<file path="src/rtl/muldiv_hilo.sv">
// muldiv_hilo: iterative MULT/MULTU/DIV/DIVU unit with architectural HI/LO registers.
// Define MULDIV_FAST_MUL_EN for a single-cycle multiply; divide always iterates WIDTH steps.
module muldiv_hilo #(
  parameter int WIDTH = 32
) (
  input  logic             clk,
  input  logic             rst,
  input  logic             start,
  input  logic [1:0]       op,
  input  logic [WIDTH-1:0] src_a,
  input  logic [WIDTH-1:0] src_b,
  input  logic             hi_we,
  input  logic             lo_we,
  output logic             busy,
  output logic             done,
  output logic [WIDTH-1:0] hi,
  output logic [WIDTH-1:0] lo
);

  localparam int CW = $clog2(WIDTH + 1);

  localparam logic [1:0] ST_IDLE = 2'd0;
  localparam logic [1:0] ST_CALC = 2'd1;
  localparam logic [1:0] ST_DONE = 2'd2;

  localparam logic [WIDTH-1:0]   ZERO_W   = {WIDTH{1'b0}};
  localparam logic [WIDTH-1:0]   ONES_W   = {WIDTH{1'b1}};
  localparam logic [WIDTH-1:0]   ONE_W    = {{(WIDTH-1){1'b0}}, 1'b1};
  localparam logic [2*WIDTH-1:0] ONE_2W   = {{(2*WIDTH-1){1'b0}}, 1'b1};
  localparam logic [CW-1:0]      CNT_ONE  = {{(CW-1){1'b0}}, 1'b1};
  localparam logic [CW-1:0]      CNT_LAST = CW'(WIDTH - 1);

  function automatic logic [WIDTH-1:0] neg_if(input logic [WIDTH-1:0] v, input logic neg);
    logic [WIDTH-1:0] r;
    if (neg) r = ~v + ONE_W;
    else     r = v;
    return r;
  endfunction

  function automatic logic [2*WIDTH-1:0] neg_if_2w(input logic [2*WIDTH-1:0] v, input logic neg);
    logic [2*WIDTH-1:0] r;
    if (neg) r = ~v + ONE_2W;
    else     r = v;
    return r;
  endfunction

  logic [1:0]         state_r;
  logic [1:0]         op_r;
  logic               neg_res_r;
  logic               neg_rem_r;
  logic [WIDTH-1:0]   mag_b_r;
  logic [WIDTH-1:0]   acc_r;
  logic [WIDTH-1:0]   mq_r;
  logic [CW-1:0]      cnt_r;
  logic               done_r;
  logic [WIDTH-1:0]   hi_r;
  logic [WIDTH-1:0]   lo_r;

  logic               launch_s;
  logic               is_signed_s;
  logic               div_zero_s;
  logic               launch_fin_s;
  logic               calc_fin_s;
  logic [WIDTH-1:0]   a_mag_s;
  logic [WIDTH-1:0]   b_mag_s;
  logic [WIDTH-1:0]   launch_hi_s;
  logic [WIDTH-1:0]   launch_lo_s;
  logic [WIDTH:0]     mul_sum_s;
  logic [WIDTH:0]     div_shift_s;
  logic [WIDTH:0]     div_diff_s;
  logic [WIDTH-1:0]   acc_nxt_s;
  logic [WIDTH-1:0]   mq_nxt_s;
  logic [2*WIDTH-1:0] prod_s;
  logic [WIDTH-1:0]   res_hi_s;
  logic [WIDTH-1:0]   res_lo_s;
`ifdef MULDIV_FAST_MUL_EN
  logic [2*WIDTH-1:0] a_ext_s;
  logic [2*WIDTH-1:0] b_ext_s;
  logic [2*WIDTH-1:0] fast_prod_s;
`endif

  assign busy = (state_r == ST_CALC);
  assign done = done_r;
  assign hi   = hi_r;
  assign lo   = lo_r;

  // Launch decode: operand magnitudes and ops that finish without iterating
  always_comb begin
    launch_s    = start && ((state_r == ST_IDLE) || (state_r == ST_DONE));
    is_signed_s = ~op[0];
    div_zero_s  = op[1] && (src_b == ZERO_W);
    a_mag_s     = neg_if(src_a, is_signed_s && src_a[WIDTH-1]);
    b_mag_s     = neg_if(src_b, is_signed_s && src_b[WIDTH-1]);
`ifdef MULDIV_FAST_MUL_EN
    a_ext_s      = is_signed_s ? {{WIDTH{src_a[WIDTH-1]}}, src_a} : {ZERO_W, src_a};
    b_ext_s      = is_signed_s ? {{WIDTH{src_b[WIDTH-1]}}, src_b} : {ZERO_W, src_b};
    fast_prod_s  = a_ext_s * b_ext_s;
    launch_fin_s = launch_s && (div_zero_s || !op[1]);
    if (div_zero_s) begin
      launch_hi_s = src_a;
      launch_lo_s = ONES_W;
    end else begin
      launch_hi_s = fast_prod_s[2*WIDTH-1:WIDTH];
      launch_lo_s = fast_prod_s[WIDTH-1:0];
    end
`else
    launch_fin_s = launch_s && div_zero_s;
    launch_hi_s  = src_a;
    launch_lo_s  = ONES_W;
`endif
  end

  // One iteration: shift-add multiply on {acc,mq}, or restoring divide step
  always_comb begin
    mul_sum_s   = {1'b0, acc_r} + (mq_r[0] ? {1'b0, mag_b_r} : {1'b0, ZERO_W});
    div_shift_s = {acc_r, mq_r[WIDTH-1]};
    div_diff_s  = div_shift_s - {1'b0, mag_b_r};
    if (op_r[1]) begin
      if (!div_diff_s[WIDTH]) begin
        acc_nxt_s = div_diff_s[WIDTH-1:0];
        mq_nxt_s  = {mq_r[WIDTH-2:0], 1'b1};
      end else begin
        acc_nxt_s = div_shift_s[WIDTH-1:0];
        mq_nxt_s  = {mq_r[WIDTH-2:0], 1'b0};
      end
    end else begin
      acc_nxt_s = mul_sum_s[WIDTH:1];
      mq_nxt_s  = {mul_sum_s[0], mq_r[WIDTH-1:1]};
    end
  end

  // Sign correction of the final step; remainder follows the dividend's sign
  always_comb begin
    calc_fin_s = (state_r == ST_CALC) && (cnt_r == CNT_LAST);
    prod_s     = neg_if_2w({acc_nxt_s, mq_nxt_s}, neg_res_r);
    if (op_r[1]) begin
      res_hi_s = neg_if(acc_nxt_s, neg_rem_r);
      res_lo_s = neg_if(mq_nxt_s, neg_res_r);
    end else begin
      res_hi_s = prod_s[2*WIDTH-1:WIDTH];
      res_lo_s = prod_s[WIDTH-1:0];
    end
  end

  // Sequencer: operand capture, iteration and done pulse
  always_ff @(posedge clk or posedge rst) begin
    if (rst) begin
      state_r   <= ST_IDLE;
      op_r      <= 2'b00;
      neg_res_r <= 1'b0;
      neg_rem_r <= 1'b0;
      mag_b_r   <= ZERO_W;
      acc_r     <= ZERO_W;
      mq_r      <= ZERO_W;
      cnt_r     <= {CW{1'b0}};
      done_r    <= 1'b0;
    end else begin
      done_r <= 1'b0;
      case (state_r)
        ST_IDLE, ST_DONE: begin
          if (launch_s) begin
            op_r      <= op;
            neg_res_r <= is_signed_s && (src_a[WIDTH-1] ^ src_b[WIDTH-1]);
            neg_rem_r <= is_signed_s && src_a[WIDTH-1];
            mag_b_r   <= b_mag_s;
            acc_r     <= ZERO_W;
            mq_r      <= a_mag_s;
            cnt_r     <= {CW{1'b0}};
            if (launch_fin_s) begin
              state_r <= ST_DONE;
              done_r  <= 1'b1;
            end else begin
              state_r <= ST_CALC;
            end
          end else begin
            state_r <= ST_IDLE;
          end
        end
        ST_CALC: begin
          acc_r <= acc_nxt_s;
          mq_r  <= mq_nxt_s;
          cnt_r <= cnt_r + CNT_ONE;
          if (calc_fin_s) begin
            state_r <= ST_DONE;
            done_r  <= 1'b1;
          end else begin
            state_r <= ST_CALC;
          end
        end
        default: begin
          state_r <= ST_IDLE;
          cnt_r   <= {CW{1'b0}};
        end
      endcase
    end
  end

  // HI/LO: MTHI/MTLO win over a result write; both frozen while iterating
  always_ff @(posedge clk or posedge rst) begin
    if (rst) begin
      hi_r <= ZERO_W;
      lo_r <= ZERO_W;
    end else begin
      if (hi_we && (state_r != ST_CALC)) hi_r <= src_a;
      else if (calc_fin_s)               hi_r <= res_hi_s;
      else if (launch_fin_s)             hi_r <= launch_hi_s;
      else                               hi_r <= hi_r;

      if (lo_we && (state_r != ST_CALC)) lo_r <= src_a;
      else if (calc_fin_s)               lo_r <= res_lo_s;
      else if (launch_fin_s)             lo_r <= launch_lo_s;
      else                               lo_r <= lo_r;
    end
  end

endmodule
</file>
<file path="config.mk">
export PLATFORM = sky130hd
export DESIGN_NAME = muldiv_hilo
export DESIGN_NICKNAME = d
export VERILOG_FILES = /design/src/rtl/muldiv_hilo.sv
export SDC_FILE = /design/constraint.sdc
export NUM_CORES = 1
export LEC_CHECK = 0
export CORE_ASPECT_RATIO = 1.2
export CORE_MARGIN = 2
export CORE_UTILIZATION = 54
export CTS_CLUSTER_DIAMETER = 150
export DETAILED_ROUTE_END_ITERATION = 16
export PLACE_DENSITY = 0.79
export SLEW_MARGIN = 20
export SYNTH_ARGS = -nofsm -noshare
export SYNTH_HDL_FRONTEND = slang
export SYNTH_SLANG_ARGS = --single-unit
</file>
<file path="constraint.sdc">
create_clock -name clk -period 5.35 [get_ports clk]
set_clock_uncertainty 0.2 [all_clocks]
set_input_delay 0.8025 -clock clk [delete_from_list [all_inputs] [get_ports clk]]
set_output_delay 0.8025 -clock clk [all_outputs]
set_load 0.01 [all_outputs]
</file>
---- Word level (Yosys, flattened, before mapping) ----
Index checks and enable logic that the tools add are counted.
word-level totals
  register bits after elaboration ......... 173
  input port bits ......................... 71
  output and inout bits ................... 66
  logic and storage cells ................. 81
operators by class
  add/subtract/negate cells ............... 8
  eq/ne operators ......................... 5
  multiplexer cells ....................... 32
  bitwise operators ....................... 7
  reduce and logical (&&, ||, !) cells .... 18
operator list
  cell                                                  number
  two-way mux 32 bit                                    18
  adder 32 x 1 -> 32 bit (second input constant)        4
  inverter 32 bit                                       4
  one-hot mux 32 bit (2 select lines)                   2
  adder 64 x 1 -> 64 bit (second input constant)        1
  two-way mux 64 bit                                    1
  inverter 64 bit                                       1
  adder 32 x 32 -> 33 bit                               1
  subtractor 33 x 32 -> 33 bit                          1
  zero test 32 bit                                      1
  one-hot mux 6 bit (2 select lines)                    1
  logical AND 1 bit                                     9
  adder 6 x 1 -> 6 bit (second input constant)          1
  equality test 6 x 5 -> 1 bit (second input constant)  1
  two-way mux 2 bit                                     3
  two-way mux 6 bit                                     1
  nonzero test 3 bit                                    2
  two-way mux 1 bit                                     4
  one-hot mux 2 bit (2 select lines)                    1
  AND reduction 2 bit                                   2
  equality test 2 x 1 -> 1 bit (second input constant)  1
  equality test 2 bit (second input constant)           1
  zero test 2 bit                                       1
  != test 2 x 1 -> 1 bit (second input constant)        1
  7 further kinds                                       7

---- Logic depth before layout (Yosys ltp) ----
  depth after elaboration ................. 9
  depth in mapped cells ................... 26
  gate-level depth less buffers ........... 24

---- Least setup slack after synthesis ----
No wires, ideal clock.
  path kind ............................... register -> register
  from .................................... reg mq_r[31]
  to ...................................... reg hi_r[30], in the netlist hi[30]
  setup time .............................. 118 ps
  arrival time ............................ 5,466 ps
  path slack .............................. -434 ps
  stages on the path, launching flop included .. 27
  path buffers ............................ 2
  period minus slack after synthesis ...... 5,784 ps
  cells stage by stage .................... dfrtp_1 > inv_1 > ha_1 > inv_1 > fa_1 > a211oi_2 > o21ai_2 > a21boi_2 > o21ai_1 > a21oi_4 > xnor2_4 > clkbuf_1 > a21boi_1 > ha_1 > o211ai_1 > o21bai_1 > or2_2 > nor4_2 > nand3_1 > or2_1 > and2_1 > clkbuf_1 > nor4_1 > and3_1 > a31oi_1 > xnor2_1 > a21o_1
between the ends
  longest elaborated chain between the ends .. 9
  elaborated cells between the ends (all ways) .. 14
  classes of those cells .................. add/sub: 3; mux: 9; bitwise: 2
ends and longest elaborated chain
  element                                                           line    RTL
  from (decl)                                                       53      logic [WIDTH-1:0] mq_r;
  from (signal assigned)                                            167     mq_r <= a_mag_s;
  from (signal assigned)                                            181     mq_r <= mq_nxt_s;
  subtractor 33 x 32 -> 33 bit                                      117     div_diff_s = div_shift_s - {1'b0, mag_b_r};
  two-way mux 1 bit or two-way mux 32 bit (tied branches)           119     if (!div_diff_s[WIDTH]) begin
  two-way mux 32 bit                                                118     if (op_r[1]) begin
  inverter 64 bit or inverter 32 bit (tied branches)                42, 35
  adder 64 x 1 -> 64 bit or adder 32 x 1 -> 32 bit (tied branches)  42, 35
  two-way mux 64 bit or two-way mux 32 bit (tied branches)          42, 35
  two-way mux 32 bit (*)                                            136     if (op_r[1]) begin
  two-way mux 32 bit (*)                                            205     else if (calc_fin_s) hi_r <= res_hi_s;
  two-way mux 32 bit (*)                                            204     if (hi_we && (state_r != ST_CALC)) hi_r <= src_a;
  to (signal assigned)                                              204
  to (signal assigned)                                              205
  to (signal assigned)                                              206     else if (launch_fin_s) hi_r <= launch_hi_s;
  to (decl)                                                         56      logic [WIDTH-1:0] hi_r;
Every way passes the cells marked *; elsewhere a longest branch is shown, timed or not.
A chain may end at the register's enable or synchronous reset.

---- Worst setup path after layout ----
  from .................................... reg mq_r[0]
  to ...................................... reg hi_r[27], in the netlist hi[27]
between the ends
  longest elaborated chain between the ends .. 9
  elaborated cells between the ends (all ways) .. 13
  classes of those cells .................. add/sub: 3; mux: 8; bitwise: 2
ends and longest elaborated chain
  element                                                           line    RTL
  two-way mux 32 bit                                                115     mul_sum_s = {1'b0, acc_r} + (mq_r[0] ? {1'b0, mag_b_r} : {1'b0, ZERO_W});
  adder 32 x 32 -> 33 bit                                           115
  two-way mux 32 bit                                                118
  inverter 64 bit or inverter 32 bit (tied branches)                42, 35
  adder 64 x 1 -> 64 bit or adder 32 x 1 -> 32 bit (tied branches)  42, 35
  two-way mux 64 bit or two-way mux 32 bit (tied branches)          42, 35
  two-way mux 32 bit (*)                                            136
  two-way mux 32 bit (*)                                            205
  two-way mux 32 bit (*)                                            204
Marks and branches as above.

==> flow_summary.toml <==
[outcome]
outcome = "finished clean"

[synth]
yosys-top-cells-area = "dfrtp_1 28%, o21ai_0 6.3%, ha_1 5.7%"
async_reset_ff_share_pct = 100.0
ys_ff_latch = 171
netlist.area_leader.share_pct = 28.44
yosysWarnings = 0
synth_cells = 1915
synth_fp_nets = 2057
synth_edf_count = 0
synthDistinctLibCells = 85
seq_area_frac_synth_pct = 28.44
synth_ff_type = "dfrtp_1"
avgSynthCellArea_um2 = 7.857
post-synth-top-count-cell = "nand2_1"
syn-cell-area_um2 = 15050
synthTopCellsByCount = "222 x nand2_1, 189 x o21ai_0, 171 x dfrtp_1, 141 x nor2_1, 122 x a21oi_1"
synth_area_leader_cell = "dfrtp_1"

[route]
drc_errors = 0
firstDrtPassIters = 5
wl_um = 48060
antenna_left = 0
via_per_inst = 6.349
drt_iter0_drc = 1145
wl_per_cell_um = 20.19
vias = 15110

[worst_setup_path]
reg2reg_setup_slack_ps = 170
crit_arrival_ps = 5290
cp-end-kind = "flip-flop"
cp.required_ps = 5460
rr_endpoint = "hi[27]$_DFFE_PP0P_"
crit_path_start_kind = "flip-flop"
r2r_cells = 16
critPathMaxFanout = 14
reg2reg_from = "mq_r[0]$_DFFE_PP0P_"
critPathKind = "reg -> reg"

[global_route]
first_global_vias = 14570
grt_pass1_wl_um = 76110
grt_remaining_overflow = 0
antenna_found_initial = 0
grt_max_degree = 172
grtUsageTotal_pct = 32.72

[timing]
setup_viol = 0
tightest_slew_ps = 1131
timing.fmax_mhz = 193.1
max-slew-margin-rel_pct = 24.45
fin_crit_sh_pct = 96.80
drv_slew = 0
finalCriticalPeriod_ps = 5179
setup_slack_ps = 171.3
hold_violations = 0

[place]
dp_hpwl_um = 36280
post_dp_cell_area_um2 = 16970
io_buffers = 136
gp_congestion = 0.9573
pre_cts_ws_ps = 136.0

[worst_hold_path]
min_path_type = "reg -> reg"
hold_depth = 2
hold_end = "mag_b_r[25]$_DFFE_PP0P_"
min-delay-start = "mag_b_r[25]$_DFFE_PP0P_"

[cells_and_area]
final_area_um2 = 17650
drive_gt1_share_pct = 8.235
nFillCells = 2328
insertedDiodeCount = 0
area_delta_synth_final_pct = 17.27
nets = 2169

[floorplanning]
die-area_um2 = 29220
fp.dieW_um = 156.4
die_h_um = 186.9
num_rows = 66
coreArea_um2 = 27250
start_util_pct = 55.22
io_pins = 137

[clocking]
cts_hold_buffers = 0
cts_tree = "done"
worstSkewPairLatency_ps = 450
cts.sinks = 171
cts_buffers = 17
htree_levels = 4
clk_pin_slew_ps = 70
clockBufferDepth = 2
cts-root-buf = "clkbuf_16"

[run]
max_cap_viol_count = 0
## cell type report
type | count | area [um2] | share of cell area, %
repair buffers | 205 | 1908 | 10.81
multi-input cells | 1571 | 10220 | 57.92
clock inverters | 14 | 137.6 | 0.7800
flip-flops and latches | 171 | 4283 | 24.27
clock buffers | 18 | 439.2 | 2.489
well taps | 340 | 425.4 | 2.411
inverters | 61 | 232.7 | 1.319
## critical path, cell delays in order, from the launching register on
cell	delay, ps
dfrtp_1	480
buf_4	220
and2_1	160
ha_1	360
and3_1	230
a221oi_1	440
o21ai_1	200
or4b_4	620
a21oi_2	160
xnor2_1	90
nor4_1	180
a311oi_1	80
or4_1	670
or3_4	460
o21ai_1	220
xor2_1	190
o21ai_1	80
## cells by family (layout without fill, tap and decap cells)
family,Yosys count,count (layout),share of synthesized area [%]
buffers and inverters,173,298,4.499
adder cells (fa/ha/maj),71,71,6.004
XOR/XNOR,163,163,9.662
flip-flops,171,171,28.44
multiplexers,60,60,4.075
AO/OA/AOI/OAI,632,632,26.88
AND/OR/NAND/NOR,645,645,20.44
## timing repair
action	in CTS	in global routing
endpoints found under the hold margin	0	0
buffers inserted	0	4
endpoints found under the setup margin	0	7
resized for setup	0	15
## how the worst max path moves through the flow
stage	endpoint	cells after the start	from
detailed placement	hi[30]$_DFFE_PP0P_	22	mag_b_r[18]$_DFFE_PP0P_
finish	hi[27]$_DFFE_PP0P_	16	mq_r[0]$_DFFE_PP0P_
floorplan	hi[30]$_DFFE_PP0P_	26	mq_r[31]$_DFFE_PP0P_
global placement	hi[30]$_DFFE_PP0P_	22	mag_b_r[18]$_DFFE_PP0P_
global route	hi[30]$_DFFE_PP0P_	24	mq_r[31]$_DFFE_PP0P_
CTS	hi[30]$_DFFE_PP0P_	21	acc_r[24]$_DFFE_PP0P_
## flip-flops by register name, indices dropped and copies added, names as in the netlist, 6 cells and up
| register | cells |
|---|---|
| acc_r | 32 |
| cnt_r | 6 |
| mag_b_r | 32 |
| hi | 32 |
| mq_r | 32 |
| lo | 32 |
## through the flow
step | hold slack, ps | setup TNS (ps) | instances | utilization, %
2_1_floorplan | 238.8 | -50.49 | 1915 | -
3_3_place_gp | 256.8 | 0 | 2344 | 62.28
3_5_place_dp | 289.8 | 0 | 2344 | 62.28
4_1_cts | 298.5 | 0 | 2376 | 64.40
5_1_grt | 316.7 | -18.86 | 2380 | 64.75
6_report | 301.2 | 0 | 2380 | 64.75
## metal layers
metal | wire length [um] | track usage [%] | up-vias
li1 | - | - | 7179
met1 | 19610 | 40.61 | 7148
met2 | 23170 | 56.40 | 640
met3 | 3046 | 4.240 | 143
met4 | 2235 | 14.71 | 0
met5 | 0 | 0 | -
## cells in the final DEF, fill, tap and decap left out, drive strengths merged, types with 26 or more instances in the layout
cell and n:
o21ai 200, clkdlybuf4s50 136, a21o 47, ha 69
nor2 141, dfrtp 171, xor2 76, xnor2 87
mux2i 50, buf 69, nor3 74, nand3 30
nand2 222, o211ai 47, inv 65, o31ai 26
and2 45, a21oi 127
Power is not shown: default switching activity piles up to over one toggle a cycle in this logic, so the estimate is an artifact.
